[src/rtl/mash111_acc_chain_pkg.sv]
// Shared types and constants for the MASH 1-1-1 accumulator chain.
package mash111_acc_chain_pkg;
  localparam int ACC_W  = 16;
  localparam int LFSR_W = 15;
  localparam int OP_W   = 4;
  localparam int STAGES = 3;

  typedef logic [LFSR_W-1:0] lfsr_t;
  typedef logic [OP_W-1:0]   nc_op_t;

  localparam lfsr_t LFSR_SEED = 15'h4A3F;

  typedef struct packed {
    nc_op_t add1;
    nc_op_t add2;
    nc_op_t minus;
  } nc_ops_t;

  // x^15 + x^14 + 1, shifting towards bit 0; bit 0 is the dither output
  function automatic lfsr_t lfsr_next(lfsr_t s);
    return {s[0] ^ s[1], s[LFSR_W-1:1]};
  endfunction

  // a + b or a + 2*b on single carry bits, widened to the operand width
  function automatic nc_op_t carry_sum(logic a, logic b, logic b_x2);
    nc_op_t bw;
    bw = b_x2 ? {{(OP_W-2){1'b0}}, b, 1'b0} : {{(OP_W-1){1'b0}}, b};
    return {{(OP_W-1){1'b0}}, a} + bw;
  endfunction
endpackage

[src/rtl/mash111_acc_chain_if.sv]
// Sample strobe / fractional word in, noise-cancellation operands out.
interface mash111_acc_chain_if
  import mash111_acc_chain_pkg::*;
#(
  parameter int W = ACC_W
);
  logic         en;
  logic [W-1:0] frac;
  logic         dither_en;
  nc_op_t       add1;
  nc_op_t       add2;
  nc_op_t       minus;
  logic         valid;

  modport master (
    output en, frac, dither_en,
    input  add1, add2, minus, valid
  );

  modport slave (
    input  en, frac, dither_en,
    output add1, add2, minus, valid
  );
endinterface

[src/rtl/mash111_acc_chain_acc_stage.sv]
// One first-order accumulator: W-bit residue register, carry-out of the add is combinational.
module mash_acc_stage #(
  parameter int W = 16
) (
  input  logic         clk,
  input  logic         rst,
  input  logic         en,
  input  logic [W-1:0] a,
  input  logic         cin,
  output logic         carry,
  output logic [W-1:0] acc
);
  logic [W:0] sum;

  assign sum   = {1'b0, acc} + {1'b0, a} + {{W{1'b0}}, cin};
  assign carry = sum[W];

  always_ff @(posedge clk) begin
    if (rst)     acc <= '0;
    else if (en) acc <= sum[W-1:0];
  end
endmodule

[src/rtl/mash111_acc_chain.sv]
// Pipelined MASH 1-1-1 chain: three accumulators, carry delay lines, NC operand registers.
module mash111_acc_chain
  import mash111_acc_chain_pkg::*;
#(
  parameter int    P_ACC_WIDTH = ACC_W,
  parameter lfsr_t P_LFSR_SEED = LFSR_SEED
) (
  input  logic                clk,
  input  logic                rst,
  mash111_acc_chain_if.slave  bus
);
  localparam int W = P_ACC_WIDTH;

  logic [STAGES-1:0][W-1:0] acc;
  logic [STAGES-1:0][W-1:0] opnd;
  logic [STAGES-1:0]        cin;
  logic [STAGES-1:0]        carry;
  logic [STAGES-1:0][1:0]   cdly;   // [i][0] = c[n-1], [i][1] = c[n-2]
  lfsr_t                    lfsr;
  nc_ops_t                  ops_d, ops_q;
  logic                     valid_q;

  // Stage k+1 sees the registered residue of stage k, so the chain is pipelined
  assign opnd = {acc[1], acc[0], bus.frac};
  assign cin  = {1'b0, 1'b0, lfsr[0] & bus.dither_en};

  for (genvar i = 0; i < STAGES; i++) begin : g_stage
    mash_acc_stage #(.W(W)) u_stage (
      .clk   (clk),
      .rst   (rst),
      .en    (bus.en),
      .a     (opnd[i]),
      .cin   (cin[i]),
      .carry (carry[i]),
      .acc   (acc[i])
    );
  end

  always_comb begin
    ops_d       = '0;
    ops_d.add1  = carry_sum(cdly[0][1], cdly[1][0], 1'b0);
    ops_d.add2  = carry_sum(carry[2],   cdly[2][1], 1'b0);
    ops_d.minus = carry_sum(cdly[1][1], cdly[2][0], 1'b1);
  end

  always_ff @(posedge clk) begin
    if (rst) begin
      cdly    <= '0;
      ops_q   <= '0;
      valid_q <= 1'b0;
      lfsr    <= P_LFSR_SEED;
    end else begin
      valid_q <= bus.en;
      if (bus.en) begin
        for (int i = 0; i < STAGES; i++) cdly[i] <= {cdly[i][0], carry[i]};
        ops_q <= ops_d;
        lfsr  <= lfsr_next(lfsr);
      end
    end
  end

  assign bus.add1  = ops_q.add1;
  assign bus.add2  = ops_q.add2;
  assign bus.minus = ops_q.minus;
  assign bus.valid = valid_q;
endmodule

[src/flat_wrapper.sv]
// flat-port wrapper written by rule: the top's interface ports become plain ports
module mash111_acc_chain_flat import mash111_acc_chain_pkg::*;
#(
  parameter int    P_ACC_WIDTH = ACC_W,
  parameter lfsr_t P_LFSR_SEED = LFSR_SEED
)
  (clk, rst, bus_en, bus_frac, bus_dither_en, bus_add1, bus_add2, bus_minus, bus_valid);
  mash111_acc_chain_if bus_i ();
  input  logic clk;
  input  logic rst;
  input wire logic [$bits(bus_i.en)-1:0] bus_en;
  input wire logic [$bits(bus_i.frac)-1:0] bus_frac;
  input wire logic [$bits(bus_i.dither_en)-1:0] bus_dither_en;
  output wire logic [$bits(bus_i.add1)-1:0] bus_add1;
  output wire logic [$bits(bus_i.add2)-1:0] bus_add2;
  output wire logic [$bits(bus_i.minus)-1:0] bus_minus;
  output wire logic [$bits(bus_i.valid)-1:0] bus_valid;
  assign bus_i.en = bus_en;
  assign bus_i.frac = bus_frac;
  assign bus_i.dither_en = bus_dither_en;
  assign bus_add1 = bus_i.add1;
  assign bus_add2 = bus_i.add2;
  assign bus_minus = bus_i.minus;
  assign bus_valid = bus_i.valid;
  mash111_acc_chain #(.P_ACC_WIDTH(P_ACC_WIDTH), .P_LFSR_SEED(P_LFSR_SEED)) u_core (.clk(clk), .rst(rst), .bus(bus_i));
endmodule
[config.mk]
export PLATFORM = sky130hd
export DESIGN_NAME = mash111_acc_chain_flat
export DESIGN_NICKNAME = d
export VERILOG_FILES = /design/src/rtl/mash111_acc_chain_pkg.sv /design/src/rtl/mash111_acc_chain_if.sv /design/src/rtl/mash111_acc_chain_acc_stage.sv /design/src/rtl/mash111_acc_chain.sv /design/src/flat_wrapper.sv
export SDC_FILE = /design/constraint.sdc
export NUM_CORES = 1
export LEC_CHECK = 0
export ABC_AREA = 1
export CAP_MARGIN = 20
export CORE_ASPECT_RATIO = 1.5
export CORE_MARGIN = 2
export CORE_UTILIZATION = 35
export CTS_CLUSTER_SIZE = 24
export DETAILED_ROUTE_END_ITERATION = 8
export GPL_TIMING_DRIVEN = 0
export MAX_ROUTING_LAYER = met4
export PLACE_DENSITY = 0.58
export SLEW_MARGIN = 20
export SYNTH_ARGS = -nofsm -noshare
export SYNTH_HDL_FRONTEND = slang
export SYNTH_HIERARCHICAL = 1
export SYNTH_SLANG_ARGS = --single-unit
[constraint.sdc]
create_clock -name clk -period 2.8 [get_ports clk]
set_input_delay 0.42 -clock clk [delete_from_list [all_inputs] [get_ports clk]]
set_output_delay 0.42 -clock clk [all_outputs]
set_load 0.02 [all_outputs]
=== Word level (Yosys, flattened, before mapping) ===
Index checks and enable logic that the tools add are counted.

* $add $sub $neg: 7
* Bitwise gates (word level): 2

{| class="wikitable"
|+ Operators with widths
! cell !! number
|-
| $add 16x16->17 || 3
|-
| $add 17x1->17 || 1
|-
| $add 1x1->2 || 2
|-
| $add 1x2->3 || 1
|-
| $and 1x1->1 || 1
|-
| $xor 1x1->1 || 1
|}

* Register bits: 82
* Output and inout port bits: 13
* Word-level logic and storage cells: 20

=== Longest topological paths before layout ===
* Word-level depth: 2
* Gate-level depth with buffers: 14

=== By module ===
The synthesis kept the hierarchy.

{| class="wikitable"
|+ By module, submodules not included
! module !! times used !! cells an instance !! area an instance (um2) !! seq. area each (um2)
|-
| mash_acc_stage at u_core.g_stage[1].u_stage ... || 2 || 277 || 1,610.3 || 320.3
|-
| mash_acc_stage at u_core.g_stage[0].u_stage || 1 || 277 || 1,635.3 || 320.3
|-
| mash111_acc_chain || 1 || 129 || 1,114.8 || 540.5
|}

=== Least setup slack after synthesis ===
No wires, ideal clock.

* Path type: register -> register
* Start: register u_core.g_stage[1].u_stage.acc[0]
* End: register u_core.ops_q, in the netlist u_core/bus.add2[0]
* Arrival: 2.147 ns
* Data required time: 2.686 ns
* Path slack: 0.539 ns
* Stages on the path, launching flop included: 13
* Buffers on the path: 0
* Period minus slack after synthesis: 2.261 ns
* Cells stage by stage: dfxtp_1 -> fa_1 -> fa_1 -> nand2_1 -> nand2_1 -> and2_4 -> nand3_2 -> nand3_1 -> nand4_1 -> nand2_1 -> ha_1 -> nor2_1 -> nor2_2

{| class="wikitable"
|+ RTL lines
! what !! line !! RTL
|-
| start: declaration || mash111_acc_chain_acc_stage.sv:11 || <nowiki>output logic [W-1:0] acc</nowiki>
|-
| start signal: assignment || mash111_acc_chain_acc_stage.sv:20 || <nowiki>else if (en) acc <= sum[W-1:0];</nowiki>
|-
| end signal: assignment || mash111_acc_chain.sv:56 || <nowiki>ops_q <= ops_d;</nowiki>
|-
| end: declaration || mash111_acc_chain.sv:20 || <nowiki>nc_ops_t ops_d, ops_q;</nowiki>
|}

==> reports/qor.txt <==
Setup ws final: 0.257 ns
Cells after Synth: 960
CP Class: reg2reg
CP endpoint kind: flip-flop
Std-Cell Rows: 58
Worst reg2reg path endpoint: u_core/bus.add2[0]
Delay-heaviest family, CP: adder cells
Reg2Reg Launch Point: u_core/g_stage[1].u_stage/acc[0]
Vias: 5464
Post-layout util: 40.6%
CP required: 3.03 ns
Mapped cell area: 5970 um^2
Post-CTS Resized: 0
Area growth syn-to-layout: 14.0%
Skew final: 0.00993 ns
Cell taking the most area after synthesis: dfxtp_1
CTS buffer count: 9
Starting Density: 35.6%
Arrival time worst endpoint: 2.77 ns
Most frequent cells in the layout: 283 x nand2_1, 164 x inv_1, 137 x nor2_1
Clock Pin Slew Worst Setup and Hold Paths: 0.07 ns
Total gr overflow: 0
Final Cycle Share: 90.8%
First-pass GRT wire length: 23000 um
Crit path max fanout: 3
Dpl cell area: 6520 um^2
Number of synthesized register bits: 75
CP Cell Sequence: fa_1 > fa_1 > nand2_1 > nand2_1 > and2_4 > nand3_2 > nand3_1 > nand4_1 > nand2_1 > ha_1 > nor2_1 > nor2_2
Area of the die: 18100 um^2
N_diodes: 0
Ys async rst share: 0%
Synth cell types: 32
Commonest non-fill, non-tap cell in the layout: nand2_1
VDD IR max: 248 uV
Status: completed
Final Setup Violations: 0
Overall power after layout: 3460 uW
GRT Total Usage: 15.9%
Bufs and invs on worst path: 0
Synth Flop Type: dfxtp_1
Clock Sinks: 75
Crit-path max cell delay: 0.48 ns
Setup WS pre-CTS: -0.117 ns
Final nets: 1077
Pwr Density: 508 nW/um^2
Post-synth top area share: 25.1%
Post-CTS setup buffer count: 0
Sequential fraction of the synthesis area: 25.1%
Vias in the first global route: 5076
Clock tree from TritonCTS: yes
Synth area leaders: dfxtp_1 25%, nand2_1 18%, inv_1 10%
Initial antenna violation count: 0
Number of max-cap violations: 0
Die Wd: 111 um
CTS Buffer Depth: 2
Slowest-stage cell, CP: fa_1
Worst Hold Launch: u_core/lfsr[4]
Syn Area/Cell: 6.22 um^2
RePlAce Congestion: 0.856
FF-to-FF path depth: 12
Final hold vios: 0
CP Launch Point: u_core/g_stage[1].u_stage/acc[0]
R2r setup slk: 0.26 ns
Number of port buffers: 26
Core area: 16800 um^2
Final wirelength: 13800 um
Share of cells above drive strength 1: 10.9%
Worst hold path class: reg2reg
Hold-fix buffers, CTS: 0
Post-route cell area: 6810 um^2
I/O Pins: 33
CTS root buffer: clkbuf_16
Worst hold margin: 0.462 ns
FMAX: 393 MHz
CP most frequent cell: nand2_1
Chip height: 164 um
WHS Endpoint: u_core/lfsr[4]
DR WL/cell: 11.3 um
Fin crit period: 2.54 ns
Largest net degree at the start of global routing: 17
DR pass1 iterations: 5
DP HPWL: 11300 um
DRT iter0 DRCs: 213
Worst-Margin Slew: 0.621 ns
DRC violations left: 0
Clk Latency, worst-skew pair: 0.33 ns
Yosys Warn Count: 6
Slew Viols, Final: 0
WHS Path Cells: 2
RSZ-0062 raised after global routing: false
Via density: 4.48
Startpoint types: flip-flop
Post-synth EDFFs: 0
H-tree levels: 3
Antenna-violating nets left: 0
Relative slew slack: 58.6%
LEAKAGE: 0.00385 uW
## stage by stage
| step | cells | setup TNS, ns |
|---|---|---|
| after floorplan | 967 | 0 |
| after global placement | 1203 | -0.138 |
| after detailed placement | 1203 | -0.122 |
| after CTS | 1219 | 0 |
| after global routing | 1219 | 0 |
| final | 1219 | 0 |
## final cells by class
type	count	area, um^2
sequential	75	1500
fill	1772	9950
tap	210	263
clock buffer	9	225
inverter	173	649
timing repair buffer	26	260
clock inverter	7	63.8
buffer	29	241
multi-input combinational	690	3600
## flip-flops by register name, summed over array words and instances, names as in the netlist
signal and flops:
u_core/bus.add1 2, u_core/bus.add2 2, u_core/bus.minus 2, u_core/bus.valid 1, u_core/cdly 5, u_core/g_stage.u_stage/acc 48, u_core/lfsr 15
## per-layer routing
layer / global-route usage, % / vias to the layer above / routed length, um
met1: 16.7 / 2400 / 5740
met5: - / - / 0
li1: - / 2999 / -
met4: 5.40 / 0 / 193
met3: 1.44 / 13 / 189
met2: 31.1 / 52 / 7630
## tightest hold or removal path, delay by kind of cell (launching register included)
family           cells  cell delay [ns]
DFF                  1             0.33
and+or+nand+nor      2             0.10
## where the power goes
| group | switching (uW) | internal [uW] |
|---|---|---|
| combinational | 652 | 435 |
| clock | 493 | 622 |
| sequential | 87.5 | 1170 |
## cell families after synthesis
family	after synthesis	share of synthesized area, %
and+or+nand+nor	556	40.3
buffers and inverters	202	14.9
DFF	75	25.1
AOI/OAI and AO/OA	61	5.93
adders and majority gates	53	11.9
xor gates and xnor gates	12	1.76
other	1	0.0628
## worst max path at each step
stage / endpoint / slack, ns / cells after the start
2_1_floorplan: u_core/bus.add2[0] / 0.54 / 12
3_3_place_gp: u_core/cdly[0] / -0.12 / 14
3_5_place_dp: u_core/cdly[0] / -0.12 / 14
4_1_cts: u_core/bus.add2[0] / 0.24 / 12
5_1_grt: u_core/bus.add2[0] / 0.12 / 12
6_report: u_core/bus.add2[0] / 0.26 / 12
## synthesized netlist by cell type, types with 4 or more instances
master and count:
buf_4 7, dfxtp_1 75, or2_1 5, nand3_1 69
o21ai_2 9, nand3_2 4, inv_2 9, xor2_1 6
nor2_1 137, xnor2_1 6, buf_2 6, a21oi_1 28
o21ai_0 17, nor3_2 9, fa_1 6, nand4_1 6
inv_1 164, clkbuf_1 5, nand3b_1 6, ha_1 47
nor2_2 12, nand2_2 21, nand2_1 283, buf_6 7
Power figures use the tool's default switching activity.
